File: config.mk
export PLATFORM = sky130hd
export DESIGN_NAME = uart_tx_arb
export DESIGN_NICKNAME = d
export VERILOG_FILES = /design/src/rtl/uart_pkg.sv /design/src/rtl/rr_pick.sv /design/src/rtl/uart_tx_arb.sv
export SDC_FILE = /design/constraint.sdc
export NUM_CORES = 1
export LEC_CHECK = 0
export CAP_MARGIN = 20
export CORE_MARGIN = 4
export CORE_UTILIZATION = 39
export CTS_BUF_LIST = sky130_fd_sc_hd__clkbuf_16
export DETAILED_ROUTE_END_ITERATION = 16
export GPL_ROUTABILITY_DRIVEN = 0
export PLACE_DENSITY = 0.87
export SYNTH_ARGS = -nofsm -noshare
export SYNTH_HDL_FRONTEND = slang
export SYNTH_SLANG_ARGS = --single-unit
File: constraint.sdc
create_clock -name clk -period 2.8 [get_ports clk]
set_input_delay 0.28 -clock clk [delete_from_list [all_inputs] [get_ports clk]]
set_output_delay 0.28 -clock clk [all_outputs]
set_load 0.01 [all_outputs]
File: src/rtl/uart_pkg.sv
`default_nettype none
// ============================================================================
// Module      : uart_pkg
// Description : Shared definitions for the UART TX arbiter slice: the
//               controller state enumeration, default parameter values and a
//               constant-evaluable ceiling-log2 helper.
// Revision    : 1.0 - initial release
// ============================================================================
package uart_pkg;

    localparam int DBIT   = 8;
    localparam int NREQ   = 4;
    localparam int MAXLEN = 16;

    typedef enum logic {
        IDLE   = 1'b0,
        STREAM = 1'b1
    } state_t;

    // Ceiling log2, never less than 1 so that derived vectors are never
    // zero-width.
    function automatic int clog2(input int value);
        int width;
        width = 1;
        while ((1 << width) < value) begin
            width = width + 1;
        end
        return width;
    endfunction

endpackage
`default_nettype wire

File: src/rtl/rr_pick.sv
`default_nettype none
// ============================================================================
// Module      : rr_pick
// Description : Combinational round-robin priority search. Starting at ptr
//               and wrapping modulo nreq, returns the first requester whose
//               bit is set in req.
// Ports       : req   - request vector (nreq bits)
//               ptr   - search start index
//               grant - index of the winning requester (ptr if none)
//               any   - at least one request is set
// Revision    : 1.0 - initial release
// ============================================================================
module rr_pick
    import uart_pkg::*;
#(
    parameter int nreq = NREQ
) (
    input  logic [nreq-1:0]         req,
    input  logic [clog2(nreq)-1:0]  ptr,
    output logic [clog2(nreq)-1:0]  grant,
    output logic                    any
);

    localparam int IW = clog2(nreq);
    localparam logic [IW:0] C_NREQ = (IW+1)'(nreq);

    logic [IW:0]   w_sum;
    logic [IW-1:0] w_idx;

    // Walk offsets from the farthest to the nearest so the candidate closest
    // to ptr is the last one written and therefore wins.
    always_comb begin
        grant = ptr;
        any   = |req;
        w_sum = '0;
        w_idx = '0;
        for (int k = nreq - 1; k >= 0; k--) begin
            w_sum = {1'b0, ptr} + (IW+1)'(k);
            if (w_sum >= C_NREQ) begin
                w_sum = w_sum - C_NREQ;
            end
            w_idx = w_sum[IW-1:0];
            if (req[w_idx]) begin
                grant = w_idx;
            end
        end
    end

endmodule
`default_nettype wire

File: src/rtl/uart_tx_arb.sv
`default_nettype none
// ============================================================================
// Module      : uart_tx_arb
// Description : Round-robin arbiter that lets nreq byte-stream requesters
//               share one UART TX FIFO. A grant is held for a whole message
//               (until req_last or maxlen bytes), with one idle cycle between
//               grants.
// Ports       : clk        - clock, rising edge
//               rst        - asynchronous reset, active low
//               req_valid  - per-requester byte valid
//               req_data   - per-requester byte, requester i at [i*dbit +: dbit]
//               req_last   - per-requester end-of-message marker
//               req_ready  - per-requester byte accepted strobe
//               full       - UART TX FIFO full
//               wr         - UART TX FIFO write strobe
//               wr_data    - UART TX FIFO write data
//               busy       - grant held
//               owner      - current grant holder
// Revision    : 1.0 - initial release
// ============================================================================
module uart_tx_arb
    import uart_pkg::*;
#(
    parameter int dbit   = DBIT,
    parameter int nreq   = NREQ,
    parameter int maxlen = MAXLEN
) (
    input  logic                    clk,
    input  logic                    rst,
    input  logic [nreq-1:0]         req_valid,
    input  logic [nreq*dbit-1:0]    req_data,
    input  logic [nreq-1:0]         req_last,
    output logic [nreq-1:0]         req_ready,
    input  logic                    full,
    output logic                    wr,
    output logic [dbit-1:0]         wr_data,
    output logic                    busy,
    output logic [clog2(nreq)-1:0]  owner
);

    localparam int IW = clog2(nreq);
    localparam int CW = clog2(maxlen + 1);
    localparam logic [CW-1:0] C_MAXLEN   = CW'(maxlen);
    localparam logic [IW-1:0] C_LAST_IDX = IW'(nreq - 1);

    state_t          r_state;
    state_t          w_state_nxt;
    logic [IW-1:0]   r_rr_ptr;
    logic [IW-1:0]   w_rr_ptr_nxt;
    logic [IW-1:0]   r_owner;
    logic [IW-1:0]   w_owner_nxt;
    logic [CW-1:0]   r_count;
    logic [CW-1:0]   w_count_nxt;
    logic [CW-1:0]   w_count_inc;
    logic [IW-1:0]   w_pick;
    logic            w_any;
    logic            w_xfer;
    logic [dbit-1:0] w_data_arr [nreq];

    generate
        for (genvar g = 0; g < nreq; g++) begin : g_unpack
            assign w_data_arr[g] = req_data[g*dbit +: dbit];
        end
    endgenerate

    rr_pick #(
        .nreq (nreq)
    ) u_rr_pick (
        .req   (req_valid),
        .ptr   (r_rr_ptr),
        .grant (w_pick),
        .any   (w_any)
    );

    assign w_count_inc = r_count + CW'(1);
    assign wr_data     = w_data_arr[r_owner];
    assign busy        = (r_state == STREAM);
    assign owner       = r_owner;

    always_ff @(posedge clk or negedge rst) begin
        if (!rst) begin
            r_state  <= IDLE;
            r_rr_ptr <= '0;
            r_owner  <= '0;
            r_count  <= '0;
        end else begin
            r_state  <= w_state_nxt;
            r_rr_ptr <= w_rr_ptr_nxt;
            r_owner  <= w_owner_nxt;
            r_count  <= w_count_nxt;
        end
    end

    always_comb begin
        w_state_nxt  = r_state;
        w_rr_ptr_nxt = r_rr_ptr;
        w_owner_nxt  = r_owner;
        w_count_nxt  = r_count;
        req_ready    = '0;
        wr           = 1'b0;
        w_xfer       = 1'b0;
        case (r_state)
            IDLE: begin
                if (w_any) begin
                    w_owner_nxt = w_pick;
                    w_count_nxt = '0;
                    w_state_nxt = STREAM;
                end
            end
            STREAM: begin
                // The grant is held while the owner is not valid; only
                // last or the length limit releases it.
                req_ready[r_owner] = !full;
                w_xfer             = req_valid[r_owner] & !full;
                wr                 = w_xfer;
                if (w_xfer) begin
                    w_count_nxt = w_count_inc;
                    if (req_last[r_owner] || (w_count_inc == C_MAXLEN)) begin
                        w_state_nxt  = IDLE;
                        w_rr_ptr_nxt = (r_owner == C_LAST_IDX) ? '0 : r_owner + IW'(1);
                    end
                end
            end
            default: begin
                w_state_nxt = IDLE;
            end
        endcase
    end

endmodule
`default_nettype wire
==> metrics.md, run 1 <==
| Metric | Value |
|---|---|
| Largest net degree at the start of global routing | 16 |
| TritonCTS clock tree | done |
| Met3 GRT Util | 7.19% |
| Cells after synthesis | 87 |
| Post_cts resized | 0 |
| Placed cell count | 172 |
| Worst slew pin tran | 570 ps |
| Clock buffer depth | 2 |
| CTS Buf Count | 3 |
| Reg clk slew, reported paths | 40 ps |
| Grt peak-use layer | met2 |
| RSZ-0062 raised after global routing | false |
| Detailed Route WL | ~3.0 mm |
| Total Die Area | 0.00315 sq mm |
| Vias in the first global route | 995 |
| Clock root buffer | clkbuf_16 |
| Outcome | completed |
| Number of H-tree levels | 1 |
| CP endpoint kind | output pin |
| Overall Global Routing Usage | 20.9% |
| Vias | ~940 |
| First drt pass iteration count | 4 |
| First-pass GRT wire length | 5.06 mm |
| Clk sinks | 10 |
| Die width | 56.2 um |
| EDFF count, synth | 0 |
| Cell Pwr Density | 832 mW/mm^2 |
| Hold Crit Class | in2async |
| Critical path required time | 2520 ps |
| Postcts setup bufs | 0 |
| Non-filler cells in the finished layout | 175 |
| Number of remaining DRC errors | 0 |
| Finish-stage setup viols | 0 |
| Worst path arrival time | 2140 ps |
| Initial DRC count | 25 |
| Reg2Reg Launch Point | owner[0] |
| Critical Path Fanout Max | 10 |
| Ports | 59 |
| Setup TNS | 0 ps |
| Met2 Usage GRT | between 30% and 40% |
| Routing usage on met1 | 26.4% |
| Final Skew | 0.664 ps |
| Main synth FF type | dfrtp_1 |
| CP Class | reg2out |
| Core box area | 0.00221 sq mm |
| Syn_area_per_cell | 10.4 sq um |
| Max rail drop VDD | about 0.62 mV |
| Fin. Hold Viols | 0 |
| Area grow syn2layout | 76.2% |
| Starting Density | 40.9% |
| Post-synth cell types | 31 |
| Fill count | 169 |
| Max cap viols | 0 |
| Row count | 17 |
| Worst setup path start | owner[0] |
| Ys async rst share | between 90% and 100% |
| # diodes | 0 |
| Tcrit/Tclk final | 86.3% |
| Post-Syn Area | 905 sq um |
| Final worst path period need | 2420 ps |
| Layout Nets | around 200 |
| Final Slew Violations | 0 |
| Max_slew headroom | 62.0% |
| DP HPWL | 2.53 mm |
| Post-synthesis sequential area ratio | 27.7% |
| PortBufs | 58 |
| Worst-Skew Late Latency | 240 ps |
| Die height | 56.2 um |
| Layout cells sized above 1 | ~14% |
| # hold bufs at CTS | 0 |
| Routed vias/inst | 5.35 |
| F_max | between 400 and 500 MHz |
| Synth Warn # | 0 |
| Yosys reg bits | 10 |
| Routed wire per std cell | between 15 and 20 um |
| CP Launch Type | register |
| Leakage | 0.643 nW |
| Initial antenna violation count | 0 |
| Total gr overflow | 0 |
| Synth Net Count | 135 |
| ANT nets after route | 0 |
## cells in the final DEF, fill, tap and decap left out, drive strengths merged, types with 2 or more instances in the layout
| cell | instances |
|---|---|
| mux4 | 10 |
| ha | 5 |
| a21oi | 2 |
| nand3 | 3 |
| inv | 5 |
| nand2 | 12 |
| nor2 | 8 |
| o21ai | 10 |
| dfrtp | 10 |
| nor2b | 2 |
| clkdlybuf4s50 | 58 |
| xor2 | 2 |
| and2 | 4 |
| mux2 | 2 |
| clkbuf | 3 |
## sequential cells by signal, summed over array words and instances, names as in the netlist
register,cells
owner,2
r_rr_ptr,2
r_count,5
busy,1
## critical path, stage by stage (launching register included)
cell             delay [ps]
dfrtp_1                 570
buf_4                   270
mux4_1                  560
clkdlybuf4s50_1         490
## per-stage QoR
step	power [W]	hold slack [ps]	worst slack (ps)	util, %	instance area, sq um
after floorplan	0.000720	-15.6	1060	-	905
after global placement	0.00104	507	535	68.7	1520
after detailed placement	0.00108	511	510	68.7	1520
after CTS	0.00134	378	356	72.1	1590
after global routing	0.00142	394	246	72.1	1590
final	0.00133	358	383	72.1	1590
## synth_stat cells (2+ instances only)
cell | instances | area (sq um)
mux2_4 | 2 | 30.0
mux4_2 | 9 | 203
xor2_1 | 2 | 17.5
and2_1 | 4 | 25.0
ha_1 | 5 | 62.6
o21ai_0 | 6 | 30.0
nand3_1 | 3 | 15.0
inv_1 | 4 | 15.0
dfrtp_1 | 10 | 250
nor2b_1 | 2 | 12.5
nor2_1 | 7 | 26.3
a21oi_1 | 2 | 10.0
o21ai_1 | 3 | 15.0
nand2_1 | 11 | 41.3
## logic make-up after synthesis
| logic type | synth area share, % |
|---|---|
| and+or+nand+nor | 20.3 |
| AOI/OAI and AO/OA | 10.9 |
| muxes | 28.6 |
| adders and majority gates | 6.92 |
| buffers and inverters | 3.59 |
| xor gates and xnor gates | 1.94 |
| DFF | 27.7 |
## where the power goes
group,leakage (nW),total [W],internal (W),switching (W)
Sequential,0.123,0.000319,0.000201,0.000118
Combinational,0.482,0.000754,0.000458,0.000296
Clock,0.0370,0.000253,0.000185,0.0000676
Total,0.643,0.00133,0.000843,0.000482
## worst paths after layout
check	end	slack [ps]	cells after the start
hold reg to reg	r_count[2]	530	1
hold / removal	r_count[0]	360	1
min in group clk	r_count[2]	530	1
setup reg to reg	r_rr_ptr[1]	740	4
setup / recovery	wr_data[6]	380	3
max in group asynchronous	busy	2140	1
## layer usage
| metal | vias to the layer above | wire (um) |
|---|---|---|
| li1 | 442 | - |
| met4 | 0 | 59 |
| met3 | 7 | 335 |
| met2 | 57 | 1400 |
| met5 | - | 0 |
| met1 | 431 | 1230 |
## cell type report
class,instances,area [sq um],share of cell area [%]
inverter,5,23.8,1.49
multi-input combinational,70,622,39.0
clock buffer,3,75.1,4.71
timing repair buffer,59,588,36.9
sequential,10,250,15.7
tap,28,35.0,2.20
(Power assumes the default switching activity.)
==> run 2, diff against run 1 <==
--- a/config.mk
+++ b/config.mk
@@ -11,6 +11,8 @@
 export CTS_BUF_LIST = sky130_fd_sc_hd__clkbuf_16
 export DETAILED_ROUTE_END_ITERATION = 16
 export GPL_ROUTABILITY_DRIVEN = 0
+export GPL_TIMING_DRIVEN = 0
+export MAX_ROUTING_LAYER = met4
 export PLACE_DENSITY = 0.87
 export SYNTH_ARGS = -nofsm -noshare
 export SYNTH_HDL_FRONTEND = slang
==> metrics.md, run 2 (synthesis gave the netlist of run 1 again) <==
| Metric | Value |
|---|---|
| First-pass GRT wire length | 5.04 mm (was 5.06 mm) |
| Core box area | 0.00221 sq mm (unchanged) |
| Finish-stage setup viols | 0 (unchanged) |
| CP Class | reg2out (unchanged) |
| Die width | 56.2 um (unchanged) |
| Clock buffer depth | 2 (unchanged) |
| Row count | 17 (unchanged) |
| # hold bufs at CTS | 0 (unchanged) |
| Max cap viols | 0 (unchanged) |
| Number of H-tree levels | 1 (unchanged) |
| Tcrit/Tclk final | 87.0% (was 86.3%) |
| Final worst path period need | 2440 ps (was 2420 ps) |
| Fin. Hold Viols | 0 (unchanged) |
| Vias in the first global route | 992 (was 995) |
| Worst setup path start | owner[0] (unchanged) |
| Reg clk slew, reported paths | 40 ps (about the same) |
| Leading cell type in the layout, fill and taps excluded | clkdlybuf4s50_1 (unchanged) |
| CP max stage cell | mux4_2 (was dfrtp_1) |
| Routed wire per std cell | 17.1 um (was 17.2 um) |
| Layout cells sized above 1 | 13.5% (was 13.6%) |
| Initial DRC count | 18 (was 25) |
| Routed vias/inst | 5.35 (about the same) |
| CP Launch Type | register (unchanged) |
| Non-filler cells in the finished layout | 176 (was 175) |
| Reg2Reg Capture Point | r_rr_ptr[0] (was r_rr_ptr[1]) |
| Total gr overflow | 0 (unchanged) |
| Max rail drop VDD | 0.760 mV (was 0.619 mV) |
| Critical path required time | 2520 ps (about the same) |
| Crit-path cells | buf_2 -> mux4_2 -> clkdlybuf4s50_1 (was buf_4 -> mux4_1 -> clkdlybuf4s50_1) |
| TritonCTS clock tree | done (unchanged) |
| ANT nets after route | 0 (unchanged) |
| Final Skew | 0.646 ps (was 0.664 ps) |
| CP endpoint kind | output pin (unchanged) |
| Die height | 56.2 um (unchanged) |
| Fill count | 158 (was 169) |
| Largest net degree at the start of global routing | 11 (was 16) |
| Reg2Reg Launch Point | owner[0] (unchanged) |
| Max reg flops | 5 (unchanged) |
| Most frequent cells in the layout | clkdlybuf4s50_1, nand2_1, dfrtp_1, mux4_2, nor2_1 (unchanged) |
| Final Slew Violations | 0 (unchanged) |
| Placed cell count | 173 (was 172) |
| Postcts setup bufs | 0 (unchanged) |
| Post-route setup slack | 363 ps (was 383 ps) |
| Setup slack at placement | 492 ps (was 510 ps) |
| F_max | 410 MHz (was 414 MHz) |
| Vias | 942 (was 937) |
| CP peak stage delay | 550 ps (was 570 ps) |
| Initial antenna violation count | 0 (unchanged) |
| Largest Register | r_count (unchanged) |
| Dpl cell area | 0.00152 sq mm (about the same) |
| Layout Nets | 198 (was 197) |
| # diodes | 0 (unchanged) |
| CTS Buf Count | 3 (unchanged) |
| Outcome | completed (unchanged) |
| Leakage | 0.643 nW (about the same) |
| Max_slew headroom | 62.5% (was 62.0%) |
| Clk sinks | 10 (unchanged) |
| Design area | 0.00160 sq mm (was 0.00159 sq mm) |
| Worst path arrival time | 2160 ps (was 2140 ps) |
| First drt pass iteration count | 4 (unchanged) |
| R2r setup slk | 980 ps (was 740 ps) |
| Critical Path Fanout Max | 10 (unchanged) |
| Area grow syn2layout | 76.3% (was 76.2%) |
| Post_cts resized | 0 (unchanged) |
| Clock root buffer | clkbuf_16 (unchanged) |
| Total Die Area | 0.00315 sq mm (unchanged) |
| Overall Global Routing Usage | 21.0% (was 20.9%) |
| RSZ-0062 raised after global routing | false (unchanged) |
| Worst slew pin tran | 563 ps (was 570 ps) |
| Worst-Skew Late Latency | 230 ps (was 240 ps) |
| PortBufs | 58 (unchanged) |
| Hold Crit Class | in2async (unchanged) |
| Ports | 59 (unchanged) |
| DP HPWL | 2.58 mm (was 2.53 mm) |
| Starting Density | 40.9% (unchanged) |
| Reg2Reg Depth | 5 (was 4) |
| Detailed Route WL | 3.02 mm (unchanged) |
| Hold WS | 364 ps (was 358 ps) |
| Setup TNS | 0 ps (unchanged) |
| Number of remaining DRC errors | 0 (unchanged) |
| Cell Pwr Density | 826 mW/mm^2 (was 832 mW/mm^2) |
run 2: power by group:
part	total [W]	switching, W	internal (W)	leakage [nW]
clock	0.000242	0.0000574	0.000184	0.0370
combinational	0.000786	0.000333	0.000453	0.483
sequential	0.000290	0.0000885	0.000201	0.123
run 2: critical path: cells and delay by family (launching register included):
family / cells / cell delay, ps
flops: 1 / 510
buf+inv: 2 / 860
mux: 1 / 550
run 2: metrics by stage:
step	utilization [%]	total power (W)
global placement	68.7	0.00105
global route	72.1	0.00141
finish	72.1	0.00132
detailed placement	68.7	0.00108
floorplan	-	0.000720
CTS	72.1	0.00133
run 2: area by class of cell:
class	instances	area [sq um]	share of cell area (%)
Multi-Input combinational cell	70	622	39.0
Timing Repair Buffer	58	581	36.4
Sequential cell	10	250	15.7
Clock buffer	3	75.1	4.71
Tap cell	28	35.0	2.20
Inverter	5	23.8	1.49
Buffer	2	8.76	0.549
run 2: how the worst max path moves through the flow:
stage | endpoint | slack (ps) | cells after the start
after floorplan | r_rr_ptr[0] | 1060 | 5
after global placement | wr | 520 | 5
after detailed placement | wr | 490 | 5
after CTS | wr_data[1] | 330 | 3
after global routing | wr_data[1] | 240 | 3
final | wr_data[0] | 360 | 3
run 2: routing by layer:
layer | routed length, um | GRT usage (%) | part of all wire [%]
met3 | 244 | 5.10 | 8.1
met4 | 17 | 5.08 | 0.56
met5 | 0 | - | 0
met2 | 1470 | 35.6 | 49
met1 | 1290 | 25.2 | 43
